<file path="src/rtl/gf180mcu_osu_sc_12t_clkdiv.sv">
// Programmable clock divider: Y is a 50% duty clock with half-period DIV+1 CLK cycles.
// DIV is captured only at each Y rising edge, and a stop request always lets the current period finish.
module gf180mcu_osu_sc_12t_clkdiv #(
    parameter int WIDTH = 8
) (
    input  logic             CLK,
    input  logic             RST,
    input  logic             EN,
    input  logic [WIDTH-1:0] DIV,
    output logic             Y,
    output logic             PULSE,
    output logic             ACTIVE
);

    typedef enum logic [1:0] {
        IDLE = 2'd0,
        HIGH = 2'd1,
        LOW  = 2'd2
    } state_e;

    state_e           state_q, state_d;
    logic [WIDTH-1:0] cnt_q, cnt_d;
    logic [WIDTH-1:0] div_q, div_d;
    logic             y_q, y_d;
    logic             pulse_q, pulse_d;
    logic             active_q, active_d;
    logic             phase_done;

    // The comparison happens before the increment, so DIV = all-ones never wraps the counter.
    assign phase_done = (cnt_q == div_q);

    always_comb begin
        state_d = state_q;
        cnt_d   = cnt_q;
        div_d   = div_q;
        y_d     = y_q;
        pulse_d = 1'b0;

        case (state_q)
            IDLE: begin
                cnt_d = '0;
                y_d   = 1'b0;
                if (EN) begin
                    state_d = HIGH;
                    y_d     = 1'b1;
                    pulse_d = 1'b1;
                    div_d   = DIV;
                end
            end
            HIGH: begin
                y_d = 1'b1;
                if (phase_done) begin
                    state_d = LOW;
                    y_d     = 1'b0;
                    cnt_d   = '0;
                end else begin
                    cnt_d = cnt_q + WIDTH'(1);
                end
            end
            LOW: begin
                y_d = 1'b0;
                if (!phase_done) begin
                    cnt_d = cnt_q + WIDTH'(1);
                end else if (EN) begin
                    // Go straight into the next high phase so there is no gap between periods.
                    state_d = HIGH;
                    y_d     = 1'b1;
                    pulse_d = 1'b1;
                    div_d   = DIV;
                    cnt_d   = '0;
                end else begin
                    state_d = IDLE;
                    cnt_d   = '0;
                end
            end
            default: begin
                state_d = IDLE;
                cnt_d   = '0;
                y_d     = 1'b0;
            end
        endcase

        active_d = (state_d != IDLE);
    end

    always_ff @(posedge CLK) begin
        if (RST) begin
            state_q  <= IDLE;
            cnt_q    <= '0;
            div_q    <= '0;
            y_q      <= 1'b0;
            pulse_q  <= 1'b0;
            active_q <= 1'b0;
        end else begin
            state_q  <= state_d;
            cnt_q    <= cnt_d;
            div_q    <= div_d;
            y_q      <= y_d;
            pulse_q  <= pulse_d;
            active_q <= active_d;
        end
    end

    assign Y      = y_q;
    assign PULSE  = pulse_q;
    assign ACTIVE = active_q;

endmodule

</file>
<file path="config.mk">
export PLATFORM = sky130hd
export DESIGN_NAME = gf180mcu_osu_sc_12t_clkdiv
export DESIGN_NICKNAME = d
export VERILOG_FILES = /design/src/rtl/gf180mcu_osu_sc_12t_clkdiv.sv
export SDC_FILE = /design/constraint.sdc
export NUM_CORES = 1
export LEC_CHECK = 0
export BUFFER_PORTS_ARGS = -buffer_cell sky130_fd_sc_hd__buf_2
export CAP_MARGIN = 5
export CELL_PAD_IN_SITES_DETAIL_PLACEMENT = 1
export CELL_PAD_IN_SITES_GLOBAL_PLACEMENT = 1
export CORE_MARGIN = 3
export CORE_UTILIZATION = 42
export DETAILED_ROUTE_END_ITERATION = 16
export GPL_TIMING_DRIVEN = 0
export HOLD_SLACK_MARGIN = 0.08
export PLACE_DENSITY = 0.81
export SLEW_MARGIN = 20
export SYNTH_ARGS = -nofsm -noshare
export SYNTH_HDL_FRONTEND = slang
export SYNTH_SLANG_ARGS = --single-unit
</file>
<file path="constraint.sdc">
create_clock -name CLK -period 2 [get_ports CLK]
set_clock_uncertainty 0.15 [all_clocks]
set_input_delay 0.2 -clock CLK [delete_from_list [all_inputs] [get_ports CLK]]
set_output_delay 0.2 -clock CLK [all_outputs]
set_load 0.03 [all_outputs]
</file>
; Word-level counts from Yosys, hierarchy flattened
; Index checks and enable logic that the tools add are counted.
[op_classes]
add_sub_neg = 1
n_eq_ne = 4
n_mux = 13
bitwise = 1
reduce_logical = 6
[op_table]
columns = operator, count
row1 = 8-bit two-way mux, 2
row2 = 8-bit one-hot mux with 2 select lines, 1
row3 = "8-bit by 1-bit adder with 8-bit output, second input constant", 1
row4 = 8-bit == test, 1
row5 = 2-bit two-way mux, 3
row6 = 2-bit one-hot mux with 3 select lines, 1
row7 = 1-bit two-way mux, 4
row8 = 2-bit nonzero test, 2
row9 = 1-bit one-hot mux with 3 select lines, 1
row10 = 3-bit OR reduction, 1
row11 = "2-bit by 1-bit == test with 1-bit output, second input constant", 1
row12 = "2-bit == test, second input constant", 1
row13 = 2-bit logical NOT, 1
row14 = "2-bit != test, second input constant", 1
row15 = 1-bit one-hot mux with 2 select lines, 1
row16 = 2-bit AND reduction, 1
row17 = 2-bit OR reduction, 1
row18 = 1-bit NOT, 1
[word_totals]
register_bits = 21
input_bits = 11
output_inout_bits = 3
elab_cells = 31

; Longest topological paths before layout
; Gate-level depths: netlist (run 1).
[logic_depth]
word_depth = 4
ltp_mapped = 7
ltp_nobuf = 7

; Worst setup path after synthesis (run 1)
; OpenSTA, ideal clock, no wires.
[synth_path]
kind = register -> register
start = register cnt_q[1]
end = register div_q[0]
setup_time_ps = 72
arrival_ps = 1564
t_required_ps = 1778
setup_slack_ps = 215
path_stages_with_launch = 6
path_buffers = 0
period_less_slack_ps = 1785
path_cell_list = dfxtp_1 -> xor2_1 -> nor4_2 -> nand3_2 -> a21oi_4 -> mux2i_1
[synth_between]
elab_chain_cells = 3
[synth_rtl]
columns = item, line_no
row1 = from (decl), 22  ; logic [WIDTH-1:0] cnt_q, cnt_d;
row2 = from (signal assigned), 96  ; cnt_q <= cnt_d;
row3 = 8-bit == test, 30  ; assign phase_done = (cnt_q == div_q);
row4 = 2-bit != test (no line), n/a
row5 = 2-bit AND reduction (no line), n/a
row6 = to (signal assigned), 97  ; div_q <= div_d;
row7 = to (decl), 23  ; logic [WIDTH-1:0] div_q, div_d;
; Every way passes these cells.
; A chain may end at the register's enable or synchronous reset.

; Worst setup path after layout (run 1)
[layout_path]
start = register div_q[5]
end = register active_q, in the netlist ACTIVE
[layout_between]
elab_chain_cells = 4
elab_cells_between_ends = 5
cone_classes = 1 x eq/ne / 3 x mux / 1 x reduce/logical
[layout_rtl]
columns = item, line_no
row1 = 8-bit == test *, 30
row2 = "2-bit two-way mux, on equally long branches", "62, 52"
row3 = 2-bit one-hot mux with 3 select lines *, 39  ; case (state_q)
row4 = 2-bit nonzero test *, 83  ; active_d = (state_d != IDLE);
row5 = to (signal assigned), 100  ; active_q <= active_d;
row6 = to (decl), 26  ; logic active_q, active_d;
; Mark *: on every way between the ends. The rest lies on a longest branch, timed or not.

==> results of run 1 <==
cell type report:
class                   count  area [µm²]
fillers                   261         972
multi-input cells          83         641
flip-flops and latches     21         422
repair buffers             23         175
well taps                  28        35.0
clock buffers               4        26.3
inverters                   5        18.8
plain buffers               2        7.51
metrics by stage:
stage	worst slack [ns]	area, µm²
after floorplan	0.215	1060
after global placement	-0.0424	1150
after detailed placement	-0.107	1150
after CTS	-0.0101	1300
after global routing	-0.0113	1330
final	0.0723	1330
where the power goes:
group / internal [µW] / switching (µW)
clock network: 77.8 / 129
registers: 457 / 30.0
logic: 153 / 189
registers in the layout, summed over array words and instances, names as in the netlist:
name,cells
PULSE,1
ACTIVE,1
div_q,8
Y,1
cnt_q,8
state_q,2
cell families (layout without fill, tap and decap cells):
family                   count (synthesis)  after routing  share of synthesized area
AND/OR/NAND/NOR                         45             45                      0.241
flip-flops                              21             21                      0.398
buffers and inverters                    7             34                     0.0249
multiplexers                             8              8                     0.0757
adder cells (fa/ha/maj)                  5              5                     0.0592
XOR/XNOR                                14             14                      0.116
AO/OA/AOI/OAI                           11             11                     0.0852
synth_stat cells (2+ instances only):
cell type	instances	area share
mux2i_1	8	0.076
inv_1	5	0.018
nor2_1	13	0.046
a21o_1	2	0.014
dfxtp_1	21	0.40
clkbuf_1	2	0.0071
nand2_1	4	0.014
or2_2	2	0.012
xor2_1	11	0.091
nor4_2	2	0.024
nand2b_1	15	0.089
nand3_1	4	0.019
xnor2_1	3	0.025
ha_1	5	0.059
worst max-delay path: cells and delay by family, from the launching register on:
kind             cells  cell delay (ns)
AO/OA/AOI/OAI        2             0.46
XOR/XNOR             1             0.20
flip-flops           1             0.34
AND/OR/NAND/NOR      2             0.65
how the worst max path moves through the flow:
stage / start / slack (ns) / cells past startpoint / endpoint
final: div_q[5]$_SDFFE_PP0P_ / 0.07 / 5 / ACTIVE$_SDFF_PP0_
after global routing: cnt_q[2]$_SDFF_PP0_ / -0.01 / 5 / cnt_q[3]$_SDFF_PP0_
after CTS: cnt_q[0]$_SDFF_PP0_ / -0.01 / 5 / ACTIVE$_SDFF_PP0_
after detailed placement: cnt_q[0]$_SDFF_PP0_ / -0.11 / 5 / ACTIVE$_SDFF_PP0_
after global placement: cnt_q[0]$_SDFF_PP0_ / -0.04 / 5 / ACTIVE$_SDFF_PP0_
after floorplan: cnt_q[1]$_SDFF_PP0_ / 0.21 / 5 / div_q[0]$_SDFFE_PP0P_
timing repair:
action | in CTS | in global routing
hold endpoints to repair | 8 | 0
hold buffers | 8 | 0
gates resized for setup | 2 | 3
setup buffers | 2 | 1
setup endpoints to repair | 16 | 18
pin swaps | 1 | 5
layer usage:
layer / GRT usage / routed length, µm
met4: 0.0644 / 63
met3: 0.0510 / 100
met2: 0.329 / 1430
met5: 0 / 0
met1: 0.224 / 1230
==> impl_results.md, run 1 <==
* 1st-pass router iterations at 4
* Synth Instances at roughly 110
* Total GRT Usage at 0.190
* Layout cells sized above 1 at 0.203
* RSZ-0062 raised after global routing: yes
* Root Driver: clkbuf_4
* Endpoint, Worst Hold: state_q[0]$_SDFF_PP0_
* R2r worst-path depth at 5
* Rel. slew slack at 0.760
* Ys flop type: dfxtp_1
* Final Max Slew Viols at 0
* Row Count at 17
* Max Freq at between 0.5 and 0.6 GHz
* Worst setup path class: flop to flop
* Routability congestion estimate at between 0.7 and 0.8
* PD cells at just under 800 nW/µm²
* Hpwl dp at between 1500 and 2000 µm
* Status: completed
* Fin Setup TNS at 0 ns
* Hold depth at 3
* EDFF count, synth at 0
* Initial antenna violation count at 0
* H-tree levels at 1
* Vias in the first global route at 960
* Async set-reset flop share out of synthesis at 0
* Worst hold start: EN
* Final Hold Fails at 0
* Critical Path Sink Type: flop
* Synth Area per Inst at roughly 9.5 µm²
* Clock Tree Buf Depth at 2
* Post-layout util at 0.577
* WL final at 2830 µm
* Layout Cells excl Fill at roughly 170
* CP Launch Type: flop
* CTS buffer count at 3
* Largest net degree at the start of global routing at 12
* Clk slew on worst S/H paths at around 0.12 ns
* Worst stage delay on the critical path at 0.42 ns
* # DRC at 0
* Area Growth Syn to Fin at 25.3%
* Nets at approximately 160
* Synth Register Bits at 21
* Leak at a little under 0.0006 µW
* R2R Path End: ACTIVE$_SDFF_PP0_
* Min Hold Slack at between 0.1 and 0.15 ns
* First-pass GRT wire length at 4640 µm
* Initial drt markers at 14
* Worst-Skew Late Latency at 0.31 ns
* DR vias/cell at 5.20
* Final Setup Violations at 0
* # IOs at 14
* Tot Pwr at around 1000 µW
* Die Wd at 56.2 µm
* Class of the worst hold path: input port to flop
* # port buffers at 12
* Vias at 864
* Netlist cell types at 28
* R2r setup slk at a little over 0.07 ns
* Tcrit/Tclk final at 0.964
* Max cap viols at 0
* Synthesized cell area at around 1100 µm²
* Placed Cells at approximately 150
* Reg2reg start: div_q[5]$_SDFFE_PP0P_
* Most frequent cells in the layout: dfxtp_1 (20), nand2b_1 (15), nor2_1 (13)
* CP max FO at 5
* WP data required at just over 2 ns
* Syn. warnings at 0
* Worst-margin pin slew at about 0.36 ns
* Syn nets at between 100 and 150
* WL/cell at about 17 µm
* Die Ht at around 56 µm
* GRT overflow at 0
* Routed Antenna Nets at 0
* Die ar. at 3160 µm²
* Core area at around 2300 µm²
* CTS tree: done
* Minimum clock period at 1.93 ns
* Crit-path cells: xor2_1, nor4_4, nand2_1, o311ai_2, o22ai_1
* ANT cells at 0
* Slowest CP cell: nor4_4
* Starting density of the core at 0.460
* Worst VDD drop at approximately 0.00046 V
* Seq/Total Area, Yosys at 0.398
* Arrival time worst endpoint at 1.96 ns
* TritonCTS sink count at 21
* Most common cell after layout, fill and taps aside: dfxtp_1
Power figures use the tool's default switching activity.
==> run 2, diff against run 1 <==
SETUP_SLACK_MARGIN = 0.1   (was default)
==> run 2 against run 1 <==
Net effect:
- via count increased by 7.3%
- first-iteration DRC count increased by 130%
- power increased by 10%
- register-to-register slack about the same
- clock power increased by 5%
- global-route usage increased by 0.38 points
- fmax about the same
- critical path depth increased by 1
- largest cell class unchanged
- highest routed layer unchanged
==> impl_results.md, run 2 (synthesis results as in run 1) <==
* CTS buffer count at 3 (unchanged)
* Die Wd at 56.2 µm (unchanged)
* Worst setup path class: flop to flop (unchanged)
* Worst-margin pin slew at 0.418 ns (was 0.358 ns)
* Die Ht at 56.2 µm (unchanged)
* WP data required at 2.10 ns (was 2.04 ns)
* Die ar. at 3160 µm² (unchanged)
* CTS tree: done (unchanged)
* Arrival time worst endpoint at 2.03 ns (was 1.96 ns)
* Minimum clock period at 1.93 ns (about the same)
* Hpwl dp at 1600 µm (unchanged)
* First-pass GRT wire length at 4730 µm (was 4640 µm)
* H-tree levels at 1 (unchanged)
* Most common cell after layout, fill and taps aside: nand2b_1 (was dfxtp_1)
* Tot Pwr at 1140 µW (was 1040 µW)
* Initial antenna violation count at 0 (unchanged)
* Status: completed (unchanged)
* Top flop regs: cnt_q: 8 flops, div_q: 8 flops, state_q: 2 flops (unchanged)
* ANT cells at 0 (unchanged)
* Row Count at 17 (unchanged)
* Nets at 164 (was 155)
* Final Hold Fails at 0 (unchanged)
* Vias at 927 (was 864)
* GRT overflow at 0 (unchanged)
* # IOs at 14 (unchanged)
* Critical Path Sink Type: flop (unchanged)
* Area after DPL at 1150 µm² (unchanged)
* Layout cells sized above 1 at 0.333 (was 0.203)
* Routed Antenna Nets at 0 (unchanged)
* Rel. slew slack at 0.721 (was 0.760)
* CP Launch Type: flop (unchanged)
* Fillers at 260 (was 261)
* Initial drt markers at 32 (was 14)
* Vias in the first global route at 960 (unchanged)
* Max Freq at 0.519 GHz (about the same)
* Clock Tree Buf Depth at 2 (unchanged)
* 1st-pass router iterations at 4 (unchanged)
* Tcrit/Tclk final at 0.963 (was 0.964)
* Min Hold Slack at 0.107 ns (was 0.114 ns)
* TritonCTS sink count at 21 (unchanged)
* Area Growth Syn to Fin at 34.9% (was 25.3%)
* WL/cell at 19.5 µm (was 17.0 µm)
* Leak at 0.000638 µW (was 0.000590 µW)
* Core area at 2300 µm² (unchanged)
* # port buffers at 12 (unchanged)
* Critical Path Start: div_q[1]$_SDFFE_PP0P_ (was div_q[5]$_SDFFE_PP0P_)
* Total GRT Usage at 0.194 (was 0.190)
* Starting density of the core at 0.460 (unchanged)
* DR vias/cell at 5.30 (was 5.20)
* Largest net degree at the start of global routing at 12 (unchanged)
* PD cells at 801 nW/µm² (was 782 nW/µm²)
* Worst-Skew Late Latency at 0.33 ns (was 0.31 ns)
* Root Driver: clkbuf_4 (unchanged)
* Final Setup Violations at 0 (unchanged)
* Final Max Slew Viols at 0 (unchanged)
* Most frequent cells in the layout: nand2b_1 (15), dfxtp_1 (13), nor2_1 (13) (was dfxtp_1 (20), nand2b_1 (15), nor2_1 (13))
* CP max FO at 7 (was 5)
* Layout Cells excl Fill at 175 (was 166)
* Reg2reg start: div_q[1]$_SDFFE_PP0P_ (was div_q[5]$_SDFFE_PP0P_)
* # DRC at 0 (unchanged)
* Routability congestion estimate at 0.749 (unchanged)
* RSZ-0062 raised after global routing: yes (unchanged)
* Final non-filler cell area at 1430 µm² (was 1330 µm²)
* Worst hold start: EN (unchanged)
* Max cap viols at 0 (unchanged)
* Worst VDD drop at 0.000592 V (was 0.000463 V)
* WL final at 3420 µm (was 2830 µm)
* Clk slew on worst S/H paths at 0.13 ns (was 0.12 ns)
* Placed Cells at 151 (unchanged)
* Post-layout util at 0.621 (was 0.577)
* Class of the worst hold path: input port to flop (unchanged)
## run 2: changes by cell type in the layout (fill, tap and decap cells not counted), sizes merged
cell and delta:
buf +9
## run 2: where the power goes
part / switching [µW] / total (µW) / internal, µW / leakage [µW]
Combinational: 222 / 432 / 211 / 0.000448
Sequential: 33.0 / 493 / 460 / 0.000176
Clock: 139 / 217 / 78.2 / 0.0000150
## run 2: area by class of cell
cell class                 count  area, µm²  area share
multi-input combinational     83        663       0.465
inverter                       5       18.8      0.0132
tap                           28       35.0      0.0246
timing repair buffer          32        243       0.170
clock buffer                   4       26.3      0.0184
sequential                    21        433       0.304
buffer                         2       7.51     0.00526
## run 2: timing repair
| item | 4_1_cts | 5_1_grt |
|---|---|---|
| setup buffers | 6 | 6 |
| gates resized for setup | 4 | 15 |
| setup endpoints to repair | 19 | 20 |
| endpoints found under the hold margin | 8 | 0 |
| hold buffers | 8 | 0 |
| pin swaps | 3 | 7 |
## run 2: worst max-delay path: stages (launching register included)
cell and delay (ns):
dfxtp_1 0.36, xor2_1 0.19, nor4_4 0.38, nand3_2 0.18
a21oi_4 0.21, buf_12 0.15, mux2i_1 0.23
## run 2: final timing paths
kind | cells after the start | slack [ns] | to
hold / removal | 3 | 0.11 | state_q[0]$_SDFF_PP0_
setup reg to reg | 6 | 0.07 | div_q[1]$_SDFFE_PP0P_
hold reg to reg | 2 | 0.35 | div_q[4]$_SDFFE_PP0P_
setup / recovery | 6 | 0.07 | div_q[1]$_SDFFE_PP0P_
## run 2: per-layer routing
| metal | routed length (µm) | vias up | GRT usage |
|---|---|---|---|
| met3 | 130 | 4 | 0.0510 |
| met5 | 0 | - | 0 |
| met4 | 51 | 0 | 0.0576 |
| li1 | - | 436 | - |
| met2 | 1760 | 25 | 0.336 |
| met1 | 1480 | 462 | 0.232 |
## run 2: stage by stage
stage / TNS (ns) / worst slack, ns
after floorplan: 0 / 0.215
after global placement: -0.177 / -0.0424
after detailed placement: -0.748 / -0.107
after CTS: 0 / 0.103
after global routing: -0.0125 / -0.0125
final: 0 / 0.0734
